--- config.mk ---
export PLATFORM = sky130hd
export DESIGN_NAME = isdu_param
export DESIGN_NICKNAME = d
export VERILOG_FILES = /design/src/rtl/isdu_param.sv
export SDC_FILE = /design/constraint.sdc
export NUM_CORES = 1
export LEC_CHECK = 0
export BUFFER_PORTS_ARGS = -buffer_cell sky130_fd_sc_hd__buf_2
export CAP_MARGIN = 20
export CORE_MARGIN = 4
export CORE_UTILIZATION = 53
export CTS_CLUSTER_SIZE = 8
export DETAILED_ROUTE_END_ITERATION = 8
export GPL_TIMING_DRIVEN = 0
export PLACE_DENSITY = 0.8
export RECOVER_POWER = 25
export SKIP_LAST_GASP = 1
export SLEW_MARGIN = 10
export SYNTH_ARGS = -nofsm -noshare
export SYNTH_HDL_FRONTEND = slang
export SYNTH_SLANG_ARGS = --single-unit
export TNS_END_PERCENT = 20
--- constraint.sdc ---
create_clock -name Clk -period 1.8 [get_ports Clk]
set_input_delay 0.18 -clock Clk [delete_from_list [all_inputs] [get_ports Clk]]
set_output_delay 0.18 -clock Clk [all_outputs]
set_load 0.005 [all_outputs]
--- src/rtl/isdu_param.sv ---
// Instruction sequencer / decode unit for the sLC-3 with a parametrised SRAM
// access length, a shared memory read/write engine and per-instruction status pulses.
module isdu_param #(
  parameter int MEM_WAIT = 2,
  parameter bit PAUSE_EN = 1'b1
) (
  input  logic       Clk,
  input  logic       Reset,
  input  logic       Run,
  input  logic       Continue,
  input  logic [3:0] Opcode,
  input  logic       IR_5,
  input  logic       IR_11,
  input  logic       BEN,
  output logic       LD_MAR,
  output logic       LD_MDR,
  output logic       LD_IR,
  output logic       LD_BEN,
  output logic       LD_CC,
  output logic       LD_REG,
  output logic       LD_PC,
  output logic       LD_LED,
  output logic       GatePC,
  output logic       GateMDR,
  output logic       GateALU,
  output logic       GateMARMUX,
  output logic       MIO_EN,
  output logic [1:0] PCMUX,
  output logic       DRMUX,
  output logic       SR1MUX,
  output logic       SR2MUX,
  output logic       ADDR1MUX,
  output logic [1:0] ADDR2MUX,
  output logic [1:0] ALUK,
  output logic       Mem_CE,
  output logic       Mem_UB,
  output logic       Mem_LB,
  output logic       Mem_OE,
  output logic       Mem_WE,
  output logic       Instr_done,
  output logic       Illegal_op
);

  typedef enum logic [4:0] {
    S_HALTED,
    S_FETCH,
    S_MEM_RD,
    S_LOAD_IR,
    S_DECODE,
    S_ADD,
    S_AND,
    S_NOT,
    S_BR_EVAL,
    S_BR_TAKE,
    S_JMP,
    S_JSR_LINK,
    S_JSR_PC,
    S_JSRR_PC,
    S_ADDR_PC9,
    S_ADDR_BASE6,
    S_LDI_MAR,
    S_LD_DR,
    S_ST_MDR,
    S_MEM_WR,
    S_LEA,
    S_PAUSE1,
    S_PAUSE2
  } state_e;

  localparam logic [3:0] WAIT_LAST = 4'(MEM_WAIT - 1);

  state_e     state_q, state_d;
  state_e     ret_q, ret_d;      // successor once the current memory read completes
  logic [3:0] wait_q, wait_d;
  logic       ind_q, ind_d;      // indirect addressing (LDI/STI)
  logic       store_q, store_d;  // memory access of this instruction is a store
  logic       in_mem;
  logic       mem_last;

  assign Mem_CE = 1'b0;
  assign Mem_UB = 1'b0;
  assign Mem_LB = 1'b0;

  assign in_mem   = (state_q == S_MEM_RD) || (state_q == S_MEM_WR);
  assign mem_last = (wait_q == WAIT_LAST);

  // Counter restarts from zero whenever a memory state is left, so every
  // entry into MEM_RD/MEM_WR begins at zero.
  always_comb begin
    wait_d = 4'd0;
    if (in_mem && !mem_last) wait_d = wait_q + 4'd1;
  end

  // NOTE: sequential state uses non-blocking assignments so every flop samples
  // the pre-edge values; only control registers are reset, there is no memory array.
  always_ff @(posedge Clk) begin
    if (Reset) begin
      state_q <= S_HALTED;
      ret_q   <= S_LOAD_IR;
      wait_q  <= 4'd0;
      ind_q   <= 1'b0;
      store_q <= 1'b0;
    end else begin
      state_q <= state_d;
      ret_q   <= ret_d;
      wait_q  <= wait_d;
      ind_q   <= ind_d;
      store_q <= store_d;
    end
  end

  // NOTE: every output and next-state signal gets a default before the case
  // statement, so no path through the block can infer a latch.
  always_comb begin
    state_d    = state_q;
    ret_d      = ret_q;
    ind_d      = ind_q;
    store_d    = store_q;
    LD_MAR     = 1'b0;
    LD_MDR     = 1'b0;
    LD_IR      = 1'b0;
    LD_BEN     = 1'b0;
    LD_CC      = 1'b0;
    LD_REG     = 1'b0;
    LD_PC      = 1'b0;
    LD_LED     = 1'b0;
    GatePC     = 1'b0;
    GateMDR    = 1'b0;
    GateALU    = 1'b0;
    GateMARMUX = 1'b0;
    MIO_EN     = 1'b0;
    PCMUX      = 2'b00;
    DRMUX      = 1'b0;
    SR1MUX     = 1'b0;
    SR2MUX     = 1'b0;
    ADDR1MUX   = 1'b0;
    ADDR2MUX   = 2'b00;
    ALUK       = 2'b00;
    Mem_OE     = 1'b1;
    Mem_WE     = 1'b1;
    Instr_done = 1'b0;
    Illegal_op = 1'b0;

    unique case (state_q)
      S_HALTED: begin
        if (Run) state_d = S_FETCH;
      end

      S_FETCH: begin
        GatePC  = 1'b1;
        LD_MAR  = 1'b1;
        LD_PC   = 1'b1;
        ret_d   = S_LOAD_IR;
        state_d = S_MEM_RD;
      end

      S_MEM_RD: begin
        Mem_OE = 1'b0;
        MIO_EN = 1'b1;
        if (mem_last) begin
          LD_MDR  = 1'b1;
          state_d = ret_q;
        end
      end

      S_LOAD_IR: begin
        GateMDR = 1'b1;
        LD_IR   = 1'b1;
        state_d = S_DECODE;
      end

      S_DECODE: begin
        LD_BEN  = 1'b1;
        ind_d   = 1'b0;
        store_d = 1'b0;
        unique case (Opcode)
          4'b0000: state_d = S_BR_EVAL;
          4'b0001: state_d = S_ADD;
          4'b0101: state_d = S_AND;
          4'b1001: state_d = S_NOT;
          4'b1100: state_d = S_JMP;
          4'b0100: state_d = S_JSR_LINK;
          4'b1110: state_d = S_LEA;
          4'b0010: state_d = S_ADDR_PC9;
          4'b0110: state_d = S_ADDR_BASE6;
          4'b1010: begin
            ind_d   = 1'b1;
            state_d = S_ADDR_PC9;
          end
          4'b0011: begin
            store_d = 1'b1;
            state_d = S_ADDR_PC9;
          end
          4'b0111: begin
            store_d = 1'b1;
            state_d = S_ADDR_BASE6;
          end
          4'b1011: begin
            ind_d   = 1'b1;
            store_d = 1'b1;
            state_d = S_ADDR_PC9;
          end
          4'b1101: begin
            if (PAUSE_EN) begin
              state_d = S_PAUSE1;
            end else begin
              Illegal_op = 1'b1;
              Instr_done = 1'b1;
              state_d    = S_FETCH;
            end
          end
          default: begin
            Illegal_op = 1'b1;
            Instr_done = 1'b1;
            state_d    = S_FETCH;
          end
        endcase
      end

      S_ADD, S_AND, S_NOT: begin
        SR1MUX     = 1'b1;
        GateALU    = 1'b1;
        LD_REG     = 1'b1;
        LD_CC      = 1'b1;
        Instr_done = 1'b1;
        SR2MUX     = (state_q == S_NOT) ? 1'b0 : IR_5;
        ALUK       = (state_q == S_ADD) ? 2'b00 : (state_q == S_AND) ? 2'b01 : 2'b10;
        state_d    = S_FETCH;
      end

      S_BR_EVAL: begin
        if (BEN) begin
          state_d = S_BR_TAKE;
        end else begin
          Instr_done = 1'b1;
          state_d    = S_FETCH;
        end
      end

      S_BR_TAKE: begin
        ADDR1MUX   = 1'b0;
        ADDR2MUX   = 2'b10;
        PCMUX      = 2'b10;
        LD_PC      = 1'b1;
        Instr_done = 1'b1;
        state_d    = S_FETCH;
      end

      S_JMP: begin
        SR1MUX     = 1'b1;
        ALUK       = 2'b11;
        GateALU    = 1'b1;
        PCMUX      = 2'b01;
        LD_PC      = 1'b1;
        Instr_done = 1'b1;
        state_d    = S_FETCH;
      end

      // R7 <- PC, then IR[11] picks PC-relative (JSR) or base-register (JSRR) target.
      S_JSR_LINK: begin
        GatePC  = 1'b1;
        DRMUX   = 1'b1;
        LD_REG  = 1'b1;
        state_d = IR_11 ? S_JSR_PC : S_JSRR_PC;
      end

      S_JSR_PC: begin
        ADDR1MUX   = 1'b0;
        ADDR2MUX   = 2'b11;
        PCMUX      = 2'b10;
        LD_PC      = 1'b1;
        Instr_done = 1'b1;
        state_d    = S_FETCH;
      end

      S_JSRR_PC: begin
        SR1MUX     = 1'b1;
        ADDR1MUX   = 1'b1;
        ADDR2MUX   = 2'b00;
        PCMUX      = 2'b10;
        LD_PC      = 1'b1;
        Instr_done = 1'b1;
        state_d    = S_FETCH;
      end

      S_ADDR_PC9, S_ADDR_BASE6: begin
        GateMARMUX = 1'b1;
        LD_MAR     = 1'b1;
        if (state_q == S_ADDR_BASE6) begin
          SR1MUX   = 1'b1;
          ADDR1MUX = 1'b1;
          ADDR2MUX = 2'b01;
        end else begin
          ADDR1MUX = 1'b0;
          ADDR2MUX = 2'b10;
        end
        if (ind_q) begin
          ret_d   = S_LDI_MAR;
          state_d = S_MEM_RD;
        end else if (store_q) begin
          state_d = S_ST_MDR;
        end else begin
          ret_d   = S_LD_DR;
          state_d = S_MEM_RD;
        end
      end

      S_LDI_MAR: begin
        GateMDR = 1'b1;
        LD_MAR  = 1'b1;
        if (store_q) begin
          state_d = S_ST_MDR;
        end else begin
          ret_d   = S_LD_DR;
          state_d = S_MEM_RD;
        end
      end

      S_LD_DR: begin
        GateMDR    = 1'b1;
        LD_REG     = 1'b1;
        LD_CC      = 1'b1;
        Instr_done = 1'b1;
        state_d    = S_FETCH;
      end

      S_ST_MDR: begin
        SR1MUX  = 1'b0;
        ALUK    = 2'b11;
        GateALU = 1'b1;
        LD_MDR  = 1'b1;
        MIO_EN  = 1'b0;
        state_d = S_MEM_WR;
      end

      S_MEM_WR: begin
        Mem_WE = 1'b0;
        if (mem_last) begin
          Instr_done = 1'b1;
          state_d    = S_FETCH;
        end
      end

      S_LEA: begin
        ADDR1MUX   = 1'b0;
        ADDR2MUX   = 2'b10;
        GateMARMUX = 1'b1;
        LD_REG     = 1'b1;
        Instr_done = 1'b1;
        state_d    = S_FETCH;
      end

      S_PAUSE1: begin
        LD_LED = 1'b1;
        if (Continue) state_d = S_PAUSE2;
      end

      S_PAUSE2: begin
        LD_LED = 1'b1;
        if (!Continue) begin
          Instr_done = 1'b1;
          state_d    = S_FETCH;
        end
      end

      default: state_d = S_HALTED;
    endcase
  end

endmodule

==> results_dict.tcl <==
set metrics [dict create \
    status "complete, but fails checks" \
    violations "setup timing" \
    syn_inst 222 \
    power_density_nw_per_um2 960 \
    met2_usage 0.397 \
    setup_slack_ns -0.102 \
    globalplace.congestion 0.956 \
    critical-path-top-delay-family "simple AND/OR/NAND/NOR gates" \
    timing.reg2reg.setup_slack_ns 0.04 \
    clock_sinks 16 \
    layout.cell_area.non_filler_um2 2050 \
    core_area_um2 2830 \
    post-route-period-util 1.06 \
    cp-end-kind "output port" \
    clk_path_buf_depth 2 \
    drt_iter0_drc 228 \
    synth_top_cell_area_share 0.198 \
    grt-busiest-layer "met2" \
    final_hold_viol_count 0 \
    critical_path_class "register to output port" \
    synth.most_common_cell "sky130_fd_sc_hd__nor2_1" \
    row_count 19 \
    die-area_um2 3990 \
    antennaDiodeCount 0 \
    max_freq_ghz 0.526 \
    cp_data_arrival_time_ns 1.72 \
    global_route.usage.met3 0.0515 \
    clk_pin_slew_worst_paths_ns 0.10 \
    synth.area.top_cells "sky130_fd_sc_hd__dfxtp_1, sky130_fd_sc_hd__nor2_1, sky130_fd_sc_hd__nand2_1" \
    grt_overflow_total 0 \
    synth.largest_area_cell "sky130_fd_sc_hd__dfxtp_1" \
    final.hold.worst_slack_ns 0.167 \
    routed_wirelength_um 5120 \
    layout.nets 286 \
    ys_seq_elements 16 \
    met1_usage 0.329 \
    layout-drive-gt1-share 0.368 \
    dp_worst_setup_slack_ns 0.00552 \
    floorplan.io_pins 41 \
    netlist_area_um2 1620 \
    worst_path_cell_chain "inv_2, ha_1, or3b_4, a211oi_2, o21ai_1, o211ai_1, buf_2" \
    synth.cells.most_frequent "sky130_fd_sc_hd__nor2_1, sky130_fd_sc_hd__nand2_1, sky130_fd_sc_hd__a21oi_1" \
    skew_ns 0.00664 \
    utilization 0.725 \
    post_drt_via_cell_ratio 6.28 \
    leakage_nw 0.875 \
    max-cap-violations 0 \
    report.power.total_mw 1.97 \
    clk-insertion-delay-late_ns 0.29 \
    min_period_ns 1.90 \
    seq_area_frac_synth 0.198 \
    clock_tree_from_tritoncts "built" \
    cp_num_buf_inv 2 \
    first_global_vias 1662 \
    critPathLaunchType "register" \
    die_height_um 63.2 \
    cp_max_fo 3 \
    globalRouteTotalUtil 0.243 \
    dpl_cell_area_um2 1840 \
    number_of_antenna_violations_at_the_first_check_in_global_routing 0 \
    worst_ep_required_time_ns 1.62 \
    async_set_or_reset_flop_fraction_in_the_synthesized_netlist 0 \
    finalSetupViolations 3 \
    grt_setup_unrepaired "true" \
    grt_max_degree 11 \
    timing_max_transition_violations_final 0 \
    critPathMaxStageDelay_ns 0.42 \
    cts-root-buf "sky130_fd_sc_hd__clkbuf_4" \
    port_buffers 36 \
    fp.dieW_um 63.2 \
    dpl.hpwl_um 3640 \
    routedWlPerCell_um 16.9 \
    slowest_stage "sky130_fd_sc_hd__or3b_4" \
    clock_tree.htree_level_count 1 \
    synth.distinct_cells 65 \
    firstDrtPassIters 6 \
    drc 0 \
    vdd_drop_max_mv 0.753 \
    detail-route-antenna-nets 0 \
    initial_utilization 0.571 \
    ys_warn_count 0 \
    detailroute.via_count 1902 \
    synth.avg_cell_area_um2 7.28 \
    hp-class "input port to register" \
    edff_count_synth 0 \
    areaGrowthSynthToFinish_pct 27.0 \
    grt_first_pass_wirelength_um 7950 \
    postSynth.topFlopCell "sky130_fd_sc_hd__dfxtp_1" \
    cts_buf_count 3 \
]
[cells by family after synthesis]
kind of cell    synth area share
buf+inv                    0.101
compound gates             0.270
flops                      0.198
simple gates               0.375
fa+ha+maj                 0.0155
other cells              0.00232
xor+xnor                  0.0387
[path summary, 6_finish.rpt]
check                               start    endpoint  cells after the start
worst min register to register      ind_q       ind_q                      2
worst max-delay path            wait_q[1]  Instr_done                      7
worst min-delay path                Reset     store_q                      2
worst max register to register  wait_q[1]  state_q[0]                      8
[cell usage in the layout, fill, tap and decap left out, types with 4 or more instances in the layout]
master / n
sky130_fd_sc_hd__a21oi_1: 18
sky130_fd_sc_hd__buf_2: 38
sky130_fd_sc_hd__buf_4: 14
sky130_fd_sc_hd__buf_6: 5
sky130_fd_sc_hd__clkbuf_4: 4
sky130_fd_sc_hd__dfxtp_1: 11
sky130_fd_sc_hd__dfxtp_2: 4
sky130_fd_sc_hd__inv_1: 8
sky130_fd_sc_hd__nand2_1: 23
sky130_fd_sc_hd__nand2_2: 4
sky130_fd_sc_hd__nand3_1: 10
sky130_fd_sc_hd__nand4_1: 5
sky130_fd_sc_hd__nor2_1: 23
sky130_fd_sc_hd__nor2_2: 4
sky130_fd_sc_hd__nor3_1: 8
sky130_fd_sc_hd__o21ai_0: 7
[per-layer routing]
layer,vias up,share of wire
met5,-,0
met4,0,0.022
met3,16,0.12
met2,149,0.46
met1,847,0.40
li1,890,-
[where the power goes]
group          leakage, nW  switching (mW)  internal (mW)
logic                0.722           0.759          0.540
registers            0.132          0.0378          0.396
clock network       0.0210           0.115          0.123
total                0.875           0.911           1.06
[flip-flops by register name (all words and copies together), names as in the netlist]
signal   flops
ret_q        5
state_q      5
wait_q       4
ind_q        1
store_q      1
[area by class of cell]
cell class | count | area (um^2)
Buffer | 18 | 173
Fill cell | 236 | 777
Timing Repair Buffer | 44 | 240
Multi-Input combinational cell | 179 | 1190
Sequential cell | 16 | 329
Clock buffer | 4 | 36.3
Tap cell | 31 | 38.8
Inverter | 11 | 42.5
[worst register-to-register path, cell delays in order (launching register included)]
cell	delay [ns]
sky130_fd_sc_hd__dfxtp_2	0.34
sky130_fd_sc_hd__inv_2	0.04
sky130_fd_sc_hd__ha_1	0.11
sky130_fd_sc_hd__or3b_4	0.42
sky130_fd_sc_hd__buf_4	0.16
sky130_fd_sc_hd__nand4_4	0.09
sky130_fd_sc_hd__nand3_4	0.11
sky130_fd_sc_hd__o311ai_2	0.26
sky130_fd_sc_hd__o21ai_1	0.11
[stage by stage]
stage	cells	TNS [ns]
floorplan	224	0
finish	303	-0.192
CTS	300	-0.267
global placement	291	0
detailed placement	291	0
global route	303	-1.26
[what timing repair did]
action                     4_1_cts  5_1_grt
pin swaps                        5        1
buffers inserted                 5        3
setup endpoints to repair       13       23
hold buffers                     0        0
resized for setup               23       19
Note: power is estimated with default switching activity, not from simulation.
